<file path="config.mk">
export PLATFORM = sky130hd
export DESIGN_NAME = serial_frame_rx_flat
export DESIGN_NICKNAME = d
export VERILOG_FILES = /design/src/rtl/serial_frame_rx_if.sv /design/src/rtl/serial_frame_rx.sv /design/src/flat_wrapper.sv
export SDC_FILE = /design/constraint.sdc
export NUM_CORES = 1
export LEC_CHECK = 0
export CORE_MARGIN = 2
export CORE_UTILIZATION = 40
export CTS_CLUSTER_DIAMETER = 60
export DETAILED_ROUTE_END_ITERATION = 12
export PLACE_DENSITY = 0.58
export SYNTH_ARGS = -nofsm -noshare
export SYNTH_HDL_FRONTEND = slang
export SYNTH_SLANG_ARGS = --single-unit
</file>
<file path="constraint.sdc">
create_clock -name clk -period 2.85 [get_ports clk]
set_clock_uncertainty 0.2 [all_clocks]
set_input_delay 0.285 -clock clk [delete_from_list [all_inputs] [get_ports clk]]
set_output_delay 0.285 -clock clk [all_outputs]
set_load 0.01 [all_outputs]
</file>
<file path="src/rtl/serial_frame_rx_if.sv">
// Bundle for the serial receiver's line input and its byte FIFO output.
interface serial_frame_rx_if #(parameter int FIFO_LOG2 = 2);
  logic                 rx;
  logic [7:0]           rx_data;
  logic                 rx_valid;
  logic                 rx_ready;
  logic                 frame_err;
  logic                 overflow;
  logic [FIFO_LOG2:0]   fill;

  modport master (input rx, rx_ready, output rx_data, rx_valid, frame_err, overflow, fill);
  modport slave  (output rx, rx_ready, input rx_data, rx_valid, frame_err, overflow, fill);
endinterface

</file>
<file path="src/rtl/serial_frame_rx.sv">
// 8N1 serial receiver: 2-flop synchronizer, mid-bit sampling FSM and a small
// circular receive FIFO with overflow and framing-error pulses.
module serial_frame_rx #(
  parameter int CLK_PER_BIT = 250,
  parameter int FIFO_LOG2   = 2
) (
  input  logic              clk,
  input  logic              rst,
  serial_frame_rx_if.master bus
);
  localparam int DEPTH = 1 << FIFO_LOG2;
  localparam int CW    = $clog2(CLK_PER_BIT);
  localparam logic [CW-1:0]        CNT_BIT  = CW'(CLK_PER_BIT - 1);
  localparam logic [CW-1:0]        CNT_HALF = CW'(CLK_PER_BIT / 2 - 1);
  localparam logic [CW-1:0]        CNT_ONE  = CW'(1);
  localparam logic [FIFO_LOG2-1:0] PTR_ONE  = FIFO_LOG2'(1);
  localparam logic [FIFO_LOG2:0]   FILL_ONE = (FIFO_LOG2+1)'(1);
  localparam logic [FIFO_LOG2:0]   FILL_MAX = (FIFO_LOG2+1)'(DEPTH);

  typedef enum logic [1:0] {IDLE, START, DATA, STOP} state_t;

  state_t               r_state, w_state_nx;
  logic [1:0]           r_sync;
  logic                 w_rx_s;
  logic [CW-1:0]        r_cnt, w_cnt_nx;
  logic [2:0]           r_bitn, w_bitn_nx;
  logic [7:0]           r_shift, w_shift_nx;
  logic                 r_armed, w_armed_nx;
  logic                 w_tick, w_push, w_bad;

  logic [7:0]           r_mem [DEPTH];
  logic [FIFO_LOG2-1:0] r_wp, r_rp;
  logic [FIFO_LOG2:0]   r_fill;
  logic                 r_ferr, r_ovf;
  logic                 w_full, w_pop, w_wr;

  always_ff @(posedge clk or posedge rst)
    if (rst) r_sync <= 2'b11;
    else     r_sync <= {r_sync[0], bus.rx};

  assign w_rx_s = r_sync[1];
  assign w_tick = (r_cnt == '0);

  always_ff @(posedge clk or posedge rst)
    if (rst) begin
      r_state <= IDLE;
      r_cnt   <= '0;
      r_bitn  <= '0;
      r_shift <= '0;
      r_armed <= 1'b1;
    end else begin
      r_state <= w_state_nx;
      r_cnt   <= w_cnt_nx;
      r_bitn  <= w_bitn_nx;
      r_shift <= w_shift_nx;
      r_armed <= w_armed_nx;
    end

  always_comb begin
    w_state_nx = r_state;
    w_cnt_nx   = r_cnt;
    w_bitn_nx  = r_bitn;
    w_shift_nx = r_shift;
    w_armed_nx = r_armed;
    w_push     = 1'b0;
    w_bad      = 1'b0;
    case (r_state)
      IDLE: begin
        // A line held low after a framing error must go high before re-arming.
        if (w_rx_s) w_armed_nx = 1'b1;
        else if (r_armed) begin
          w_state_nx = START;
          w_cnt_nx   = CNT_HALF;
        end
      end
      START: begin
        if (!w_tick) w_cnt_nx = r_cnt - CNT_ONE;
        else if (!w_rx_s) begin
          w_state_nx = DATA;
          w_cnt_nx   = CNT_BIT;
          w_bitn_nx  = '0;
        end else w_state_nx = IDLE;
      end
      DATA: begin
        if (!w_tick) w_cnt_nx = r_cnt - CNT_ONE;
        else begin
          w_shift_nx = {w_rx_s, r_shift[7:1]};
          w_cnt_nx   = CNT_BIT;
          w_bitn_nx  = r_bitn + 3'd1;
          if (r_bitn == 3'd7) w_state_nx = STOP;
        end
      end
      STOP: begin
        if (!w_tick) w_cnt_nx = r_cnt - CNT_ONE;
        else begin
          w_state_nx = IDLE;
          if (w_rx_s) w_push = 1'b1;
          else begin
            w_bad      = 1'b1;
            w_armed_nx = 1'b0;
          end
        end
      end
      default: w_state_nx = IDLE;
    endcase
  end

  assign w_full = (r_fill == FILL_MAX);
  assign w_pop  = (r_fill != '0) && bus.rx_ready;
  assign w_wr   = w_push && (!w_full || w_pop);

  always_ff @(posedge clk or posedge rst)
    if (rst) begin
      r_wp   <= '0;
      r_rp   <= '0;
      r_fill <= '0;
      r_ferr <= 1'b0;
      r_ovf  <= 1'b0;
    end else begin
      if (w_wr)  r_wp <= r_wp + PTR_ONE;
      if (w_pop) r_rp <= r_rp + PTR_ONE;
      case ({w_wr, w_pop})
        2'b10:   r_fill <= r_fill + FILL_ONE;
        2'b01:   r_fill <= r_fill - FILL_ONE;
        default: r_fill <= r_fill;
      endcase
      r_ferr <= w_bad;
      r_ovf  <= w_push && !w_wr;
    end

  always_ff @(posedge clk)
    if (w_wr) r_mem[r_wp] <= r_shift;

  assign bus.rx_data   = r_mem[r_rp];
  assign bus.rx_valid  = (r_fill != '0);
  assign bus.frame_err = r_ferr;
  assign bus.overflow  = r_ovf;
  assign bus.fill      = r_fill;
endmodule

</file>
<file path="src/flat_wrapper.sv">
// flat-port wrapper written by rule: the top's interface ports become plain ports
module serial_frame_rx_flat 
#(
  parameter int CLK_PER_BIT = 250,
  parameter int FIFO_LOG2   = 2
)
  (clk, rst, bus_rx, bus_rx_ready, bus_rx_data, bus_rx_valid, bus_frame_err, bus_overflow, bus_fill);
  serial_frame_rx_if #(.FIFO_LOG2(FIFO_LOG2)) bus_i ();
  input  logic clk;
  input  logic rst;
  input wire logic [$bits(bus_i.rx)-1:0] bus_rx;
  input wire logic [$bits(bus_i.rx_ready)-1:0] bus_rx_ready;
  output wire logic [$bits(bus_i.rx_data)-1:0] bus_rx_data;
  output wire logic [$bits(bus_i.rx_valid)-1:0] bus_rx_valid;
  output wire logic [$bits(bus_i.frame_err)-1:0] bus_frame_err;
  output wire logic [$bits(bus_i.overflow)-1:0] bus_overflow;
  output wire logic [$bits(bus_i.fill)-1:0] bus_fill;
  assign bus_i.rx = bus_rx;
  assign bus_i.rx_ready = bus_rx_ready;
  assign bus_rx_data = bus_i.rx_data;
  assign bus_rx_valid = bus_i.rx_valid;
  assign bus_frame_err = bus_i.frame_err;
  assign bus_overflow = bus_i.overflow;
  assign bus_fill = bus_i.fill;
  serial_frame_rx #(.CLK_PER_BIT(CLK_PER_BIT), .FIFO_LOG2(FIFO_LOG2)) u_core (.clk(clk), .rst(rst), .bus(bus_i));
endmodule
</file>
==> impl_metrics.prom <==
# TYPE chip_impl_metric gauge
chip_impl_info{name="holdCritPathClass",value="in2async"} 1
chip_impl_metric{name="final_nets",unit=""} 266
chip_impl_metric{name="synth.lib_cells_used.distinct",unit=""} 46
chip_impl_metric{name="chipWidth",unit="um"} 91.2
chip_impl_metric{name="rr_worst_depth",unit=""} 10
chip_impl_metric{name="fmax",unit="MHz"} 390
chip_impl_info{name="clk_root_buffer_cell",value="clkbuf_8"} 1
chip_impl_metric{name="route.vias.total",unit=""} 1810
chip_impl_metric{name="die-area",unit="um2"} 8310
chip_impl_info{name="unrepaired_setup_endpoints_after_global_routing",value="false"} 1
chip_impl_metric{name="vdd.ir_drop.worst",unit="uV"} 324
chip_impl_metric{name="tns",unit="ps"} 0
chip_impl_metric{name="clk_pin_slew",unit="ps"} 80
chip_impl_metric{name="avgSynthCellArea",unit="um2"} 13.7
chip_impl_metric{name="worst_ep_required_time",unit="ps"} 2370
chip_impl_metric{name="ys_seq_area_frac",unit=""} 0.589
chip_impl_metric{name="place.port_buffers",unit=""} 17
chip_impl_metric{name="transition_time_of_the_tightest_slew_check_pin",unit="ps"} 705
chip_impl_metric{name="number_of_flip_flops_and_latches_in_the_synthesized_netlist",unit=""} 65
chip_impl_metric{name="timing.reg2reg.setup_slack",unit="ps"} 500
chip_impl_info{name="leading_area_contributor_after_synthesis",value="edfxtp_1"} 1
chip_impl_metric{name="power_switching_share",unit=""} 0.349
chip_impl_metric{name="cts_inserted_buffers",unit=""} 9
chip_impl_metric{name="netlist.area_leader.share",unit=""} 0.316
chip_impl_metric{name="seqPwrFrac",unit=""} 0.416
chip_impl_metric{name="grt_first_pass_wirelength",unit="mm"} 8.95
chip_impl_metric{name="io-pin-count",unit=""} 18
chip_impl_info{name="tritoncts",value="yes"} 1
chip_impl_metric{name="htree_levels",unit=""} 3
chip_impl_metric{name="cts_hold_buffers",unit=""} 0
chip_impl_metric{name="power_per_cell_area",unit="nW/um2"} 887
chip_impl_metric{name="clock-sinks",unit=""} 65
chip_impl_metric{name="post_cts.repair.setup_buffers",unit=""} 0
chip_impl_metric{name="hold_viol",unit=""} 0
chip_impl_metric{name="maximum_number_of_pins_on_one_net_before_global_route_repair",unit=""} 34
chip_impl_metric{name="combPwrFrac",unit=""} 0.367
chip_impl_metric{name="drive_above_1_share",unit=""} 0.217
chip_impl_info{name="dominantRegCellSynth",value="edfxtp_1"} 1
chip_impl_metric{name="setup_slack_placement",unit="ps"} 507
chip_impl_metric{name="floorplan.core_area",unit="um2"} 7290
chip_impl_info{name="outcome",value="complete, no violations"} 1
chip_impl_metric{name="final_total_pwr",unit="uW"} 3100
chip_impl_metric{name="drv.max_cap_violation_count",unit=""} 0
chip_impl_metric{name="gr-total-overflow",unit=""} 0
chip_impl_metric{name="synthesis.instances",unit=""} 222
chip_impl_metric{name="cts_resized",unit=""} 0
chip_impl_metric{name="clkPwrFrac",unit=""} 0.218
chip_impl_metric{name="initial_core_util",unit=""} 0.417
chip_impl_metric{name="iteration_count_of_the_initial_detailed_routing_pass",unit=""} 4
chip_impl_metric{name="ys_async_sr_fraction",unit=""} 0.508
chip_impl_metric{name="grt_usage",unit=""} 0.138
chip_impl_info{name="timing_worst_setup_path_type",value="reg2out"} 1
chip_impl_info{name="synth_top_area_cells",value="edfxtp_1 (32%), dfrtp_1 (25%), mux4_2 (5.9%), ha_1 (4.9%), mux2_2 (3.0%)"} 1
chip_impl_metric{name="synth-edff-count",unit=""} 32
chip_impl_metric{name="slew_viol_final",unit=""} 0
chip_impl_info{name="crit-reg2reg-capture",value="u_core.bus.fill[2]"} 1
chip_impl_metric{name="holdWs",unit="ps"} 134
chip_impl_metric{name="globalplace.congestion",unit=""} 0.806
chip_impl_metric{name="cp_max_fo",unit=""} 9
chip_impl_metric{name="area.growth.synth_to_final",unit="%"} 15.2
chip_impl_metric{name="cp_data_arrival_time",unit="ps"} 2080
chip_impl_metric{name="dpl.hpwl",unit="mm"} 3.54
chip_impl_metric{name="power_switching",unit="uW"} 1080
chip_impl_metric{name="route.detailed.wl_per_inst",unit="um"} 14.3
chip_impl_metric{name="grt_pass1_vias",unit=""} 1863
chip_impl_metric{name="synth.net_count",unit=""} 239
chip_impl_metric{name="final.period_utilization",unit=""} 0.899
chip_impl_metric{name="filler_cells",unit=""} 687
chip_impl_metric{name="instance_area_at_placement",unit="um2"} 3330
chip_impl_metric{name="cellLeakagePower",unit="uW"} 0.00142
chip_impl_info{name="synth.most_common_cell",value="edfxtp_1"} 1
chip_impl_info{name="startpoint_type",value="flip-flop"} 1
chip_impl_metric{name="placementRows",unit=""} 31
chip_impl_metric{name="finalWorstSetupSlack",unit="ps"} 289
chip_impl_metric{name="setup_violations",unit=""} 0
chip_impl_metric{name="synth.cell_area",unit="um2"} 3040
chip_impl_metric{name="fp.dieH",unit="um"} 91.2
chip_impl_metric{name="drtIter0Drc",unit=""} 64
chip_impl_info{name="synth_top_cells_by_count",value="edfxtp_1 (32), dfrtp_1 (30), nand2_1 (16)"} 1
chip_impl_metric{name="initial_antenna_violation_count",unit=""} 0
chip_impl_metric{name="per_cell_via_count_in_the_routed_design",unit=""} 5.13
chip_impl_metric{name="detail_route.drc_violations",unit=""} 0
chip_impl_metric{name="min_period",unit="ps"} 2560
chip_impl_metric{name="finalWirelength",unit="mm"} 5.05
chip_impl_info{name="rr_startpoint",value="u_core.r_cnt[0]"} 1
chip_impl_info{name="critPathCaptureType",value="output pin"} 1
chip_impl_metric{name="worstSkewPairLatency",unit="ps"} 340
chip_impl_metric{name="slew-limit-headroom",unit=""} 0.526
chip_impl_metric{name="cts.path.max_buffers",unit=""} 2
chip_impl_metric{name="finalInstanceArea",unit="um2"} 3500
chip_impl_metric{name="route.antenna.remaining_nets",unit=""} 0
chip_impl_metric{name="yosysWarnings",unit=""} 0
chip_impl_metric{name="internal_power",unit="uW"} 2020
chip_impl_metric{name="diodes",unit=""} 0
==> worst max-delay path by stage <==
stage,to,startpoint,slack [ps],cells past startpoint
after global placement,u_core.bus.fill[2],bus_rx_ready,540,8
after CTS,bus_rx_data[3],u_core.r_rp[0],220,2
after floorplan,u_core.bus.fill[2],u_core.r_state[0],450,8
after global routing,bus_rx_data[3],u_core.r_rp[0],130,2
final,bus_rx_data[3],u_core.r_rp[0],290,2
after detailed placement,u_core.bus.fill[2],u_core.r_cnt[0],510,10
==> worst max-delay path, stage by stage (launching register included) <==
cell,delay (ps)
dfrtp_1,670
mux4_2,570
clkdlybuf4s50_1,490
==> power by group through the flow <==
stage          Clock [uW]  Combinational [uW]  Sequential [uW]
6_report              676                1140             1290
3_3_place_gp            0                1140             1320
3_5_place_dp            0                1150             1310
2_1_floorplan           0                 859             1230
5_1_grt               732                1280             1320
4_1_cts               696                1150             1300
==> stage by stage <==
step                utilization  cells
floorplan                     -    222
global placement          0.456    337
detailed placement        0.456    337
CTS                       0.480    353
global route              0.480    353
finish                    0.480    353
==> cell families (layout without fill, tap and decap cells) <==
group	Yosys count	after routing	share of synthesized area
fa+ha+maj	13	13	0.0560
buf+inv	21	53	0.0321
compound gates	46	46	0.110
flops	65	65	0.589
simple gates	53	53	0.0997
mux	19	19	0.0988
xor+xnor	5	5	0.0144
==> layout make-up <==
class | instances | area, um2 | share of cell area
Clock inverter | 7 | 46.3 | 0.0132
Tap cell | 99 | 124 | 0.0354
Sequential cell | 65 | 1790 | 0.512
Timing Repair Buffer | 22 | 208 | 0.0594
Multi-Input combinational cell | 136 | 1150 | 0.329
Inverter | 15 | 56.3 | 0.0161
Clock buffer | 9 | 124 | 0.0354
==> placed cells by master, fill, tap and decap left out, drive strengths merged, types with 2 or more instances in the layout <==
cell type	netlist	routed
and2	6	6
o22a	3	3
dfrtp	30	30
a2bb2oi	2	2
buf	6	5
a21o	2	2
clkdlybuf4s50	0	17
nor2b	2	2
mux2	8	8
dfstp	3	3
nand2b	3	3
a211oi	2	2
a21boi	2	2
inv	15	16
clkinv	0	4
nand3	6	6
ha	12	12
nor2	10	10
mux2i	3	3
edfxtp	32	32
o21ai	4	4
mux4	8	8
nor3	3	3
a31oi	6	6
a21oi	14	14
nand2	17	17
xnor2	5	5
clkinvlp	0	2
clkbuf	0	9
o221a	2	2
o221ai	2	2
==> registers in the layout (all words and copies together), names as in the netlist, named ones only <==
| signal | cells |
|---|---|
| u_core.r_wp | 2 |
| u_core.r_mem | 32 |
| u_core.r_state | 1 |
| u_core.r_rp | 2 |
| u_core.r_bitn | 3 |
| u_core.bus.overflow | 1 |
| u_core.r_cnt | 8 |
| u_core.r_sync | 2 |
| u_core.r_armed | 1 |
| u_core.bus.frame_err | 1 |
| u_core.bus.fill | 3 |
| u_core.r_shift | 8 |
==> routing by layer <==
metal	routed length, um	global-route usage	part of all wire	up-vias
li1	-	-	-	876
met1	2360	0.178	0.47	904
met2	2470	0.216	0.49	25
met3	147	0.0340	0.029	5
met4	71	0.0694	0.014	0
met5	0	0	0	-
Power figures use the tool's default switching activity.
==> edit (config.mk and constraints unchanged) <==
Take the reset off `r_shift` and load it in a clocked block of its own.
--- a/src/rtl/serial_frame_rx.sv
+++ b/src/rtl/serial_frame_rx.sv
@@ -48,3 +48,2 @@
       r_bitn  <= '0;
-      r_shift <= '0;
       r_armed <= 1'b1;
@@ -54,5 +53,8 @@
       r_bitn  <= w_bitn_nx;
-      r_shift <= w_shift_nx;
       r_armed <= w_armed_nx;
     end
+
+  always_ff @(posedge clk) begin
+    r_shift <= w_shift_nx;
+  end
 
Function: same outputs for any inputs over 10 cycles, from zero or initial values and one cycle with rst high; that may be too few to reach the edited logic, so the function may still have changed.
==> edit against the original RTL <==
  * Worst hold slack worse by 0.045 ns
  * Sequential cell count unchanged
  * Die area down 0.64%
  * Non-clock buffer count up 11
  * Cell area up 3.2%
  * Area after synthesis down 0.66%
  * Global-route usage up 1.2 points
  * Power up 11%
  * Setup slack worse by 0.086 ns
  * Wire length up 8.2%
  * First-iteration DRC count up 1.6%
  * Sequential share of layout area down 0.49 points
  * Largest power group is now combinational cells
  * Highest routed layer unchanged
==> edit: results (changes against the original RTL) <==
[global_route]
grt_usage=0.150  ; +0.0122
grt_max_degree=26  ; -24%
grt_pass1_vias=1906  ; +2.3%
met3_usage=0.0451  ; +0.0111
grt_antenna_before_repair=0  ; unchanged
met2_usage=0.248  ; +0.0321
grt_use_met1=0.180  ; +0.00133

[synthesis]
ys_async_sr_fraction=0.385  ; -0.123
synthAdderAreaFrac=0.0647  ; +0.00866
avgSynthCellArea_um2=13.8  ; +1.2%
synth_edf_count=40  ; +25%
synth_compound_area_frac=0.111  ; +0.00114
yosys-mux-area-fraction=0.0697  ; -0.0292
synth_commonest_cells=edfxtp_1 (40), dfrtp_1 (22), o21ai_0 (16)
syn-num-nets=237  ; -0.84%
synth.distinct_cells=51  ; +11%
yosysSeqAreaShare=0.607  ; +0.0172
yosys-top-cells-area=edfxtp_1 (40%), dfrtp_1 (18%), mux4_2 (6.0%)

[final_layout]
nonClkBufAreaFrac=0.0804  ; +0.0210
seq-cell-share=0.507  ; -0.00487
seq_cell_count=65  ; unchanged
final_core_util=0.495  ; +0.0154
fillCellCount=646  ; -6.0%
drive_gt1_frac=0.213  ; -0.00336
clkCellAreaFrac=0.0603  ; +0.0117
non_clock_buffer_count=33  ; +50%
final_nets=272  ; +2.3%

[drt]
met3_length_um=194  ; +32%
drt-met1-wl_um=2350  ; -0.47%
vias_per_cell=5.09  ; -0.68%
drt-total-wl_um=5460  ; +8.2%
drtIter0Drc=65  ; +1.6%

[worst_setup_path]
rrSetupSlack_ns=0.20  ; -0.30 ns
cp_max_fo=5  ; -4
cpPeakStageDelay_ns=0.49  ; -0.18 ns
crit_arrival_ns=2.68  ; +0.60 ns
crit_path_top_delay_cell=or3b_2
path_delay_family=simple AND/OR/NAND/NOR gates

[timing]
whs_ns=0.0896  ; -0.0446 ns
worstMarginPinSlew_ns=0.464  ; -0.240 ns
timing.final.crit_period_ns=2.65  ; +0.0861 ns

[status]
outcome=completed

[hold_path]
hold_path.class=primary input to asynchronous set/reset pin

[power_and_ir_drop]
powerComb_mw=1.31  ; +15%
pwr-share-comb=0.382  ; +0.015
ir_drop_v=0.000491  ; +51%
intPower_mw=2.26  ; +12%
pg_clk_mw=0.860  ; +27%

[floorplanning]
die_area_um2=8260  ; -0.64%

[placed_design]
hpwl_um=3890  ; +9.7%
placed_cell_area_um2=3380  ; +1.6%
gp_congestion=0.851  ; +5.5%
post-place-ws_ns=0.125  ; -0.383 ns
place_inst=341  ; +1.2%

edit: cell types whose count changed after synthesis, sizes merged, moves of 3 or more:
cell / unedited run / this run
nand2: 17 / 11
clkbuf: 0 / 4
edfxtp: 32 / 40
o21ai: 4 / 18
a21oi: 14 / 7
o21a: 0 / 3
dfrtp: 30 / 22
o22a: 3 / 0
xor2: 0 / 3
mux2: 8 / 0
nand3: 6 / 1
edit: worst paths after layout:
| path | start | end | depth (start not counted) |
|---|---|---|---|
| hold / removal | rst | u_core.bus.fill[0] | 3 |
| setup / recovery | u_core.r_cnt[0] | u_core.bus.fill[2] | 11 |
| min in group clk | bus_rx | u_core.r_sync[0] | 1 |
| setup reg to reg | u_core.r_cnt[0] | u_core.bus.fill[2] | 11 |
| max in group asynchronous | rst | u_core.r_sync[1] | 3 |
| hold reg to reg | u_core.r_sync[0] | u_core.r_sync[1] | 0 |
edit: cells by family after synthesis:
family / after synthesis
xor+xnor: 6
compound gates: 47
mux: 11
simple gates: 51
fa+ha+maj: 15
buf+inv: 23
flops: 65
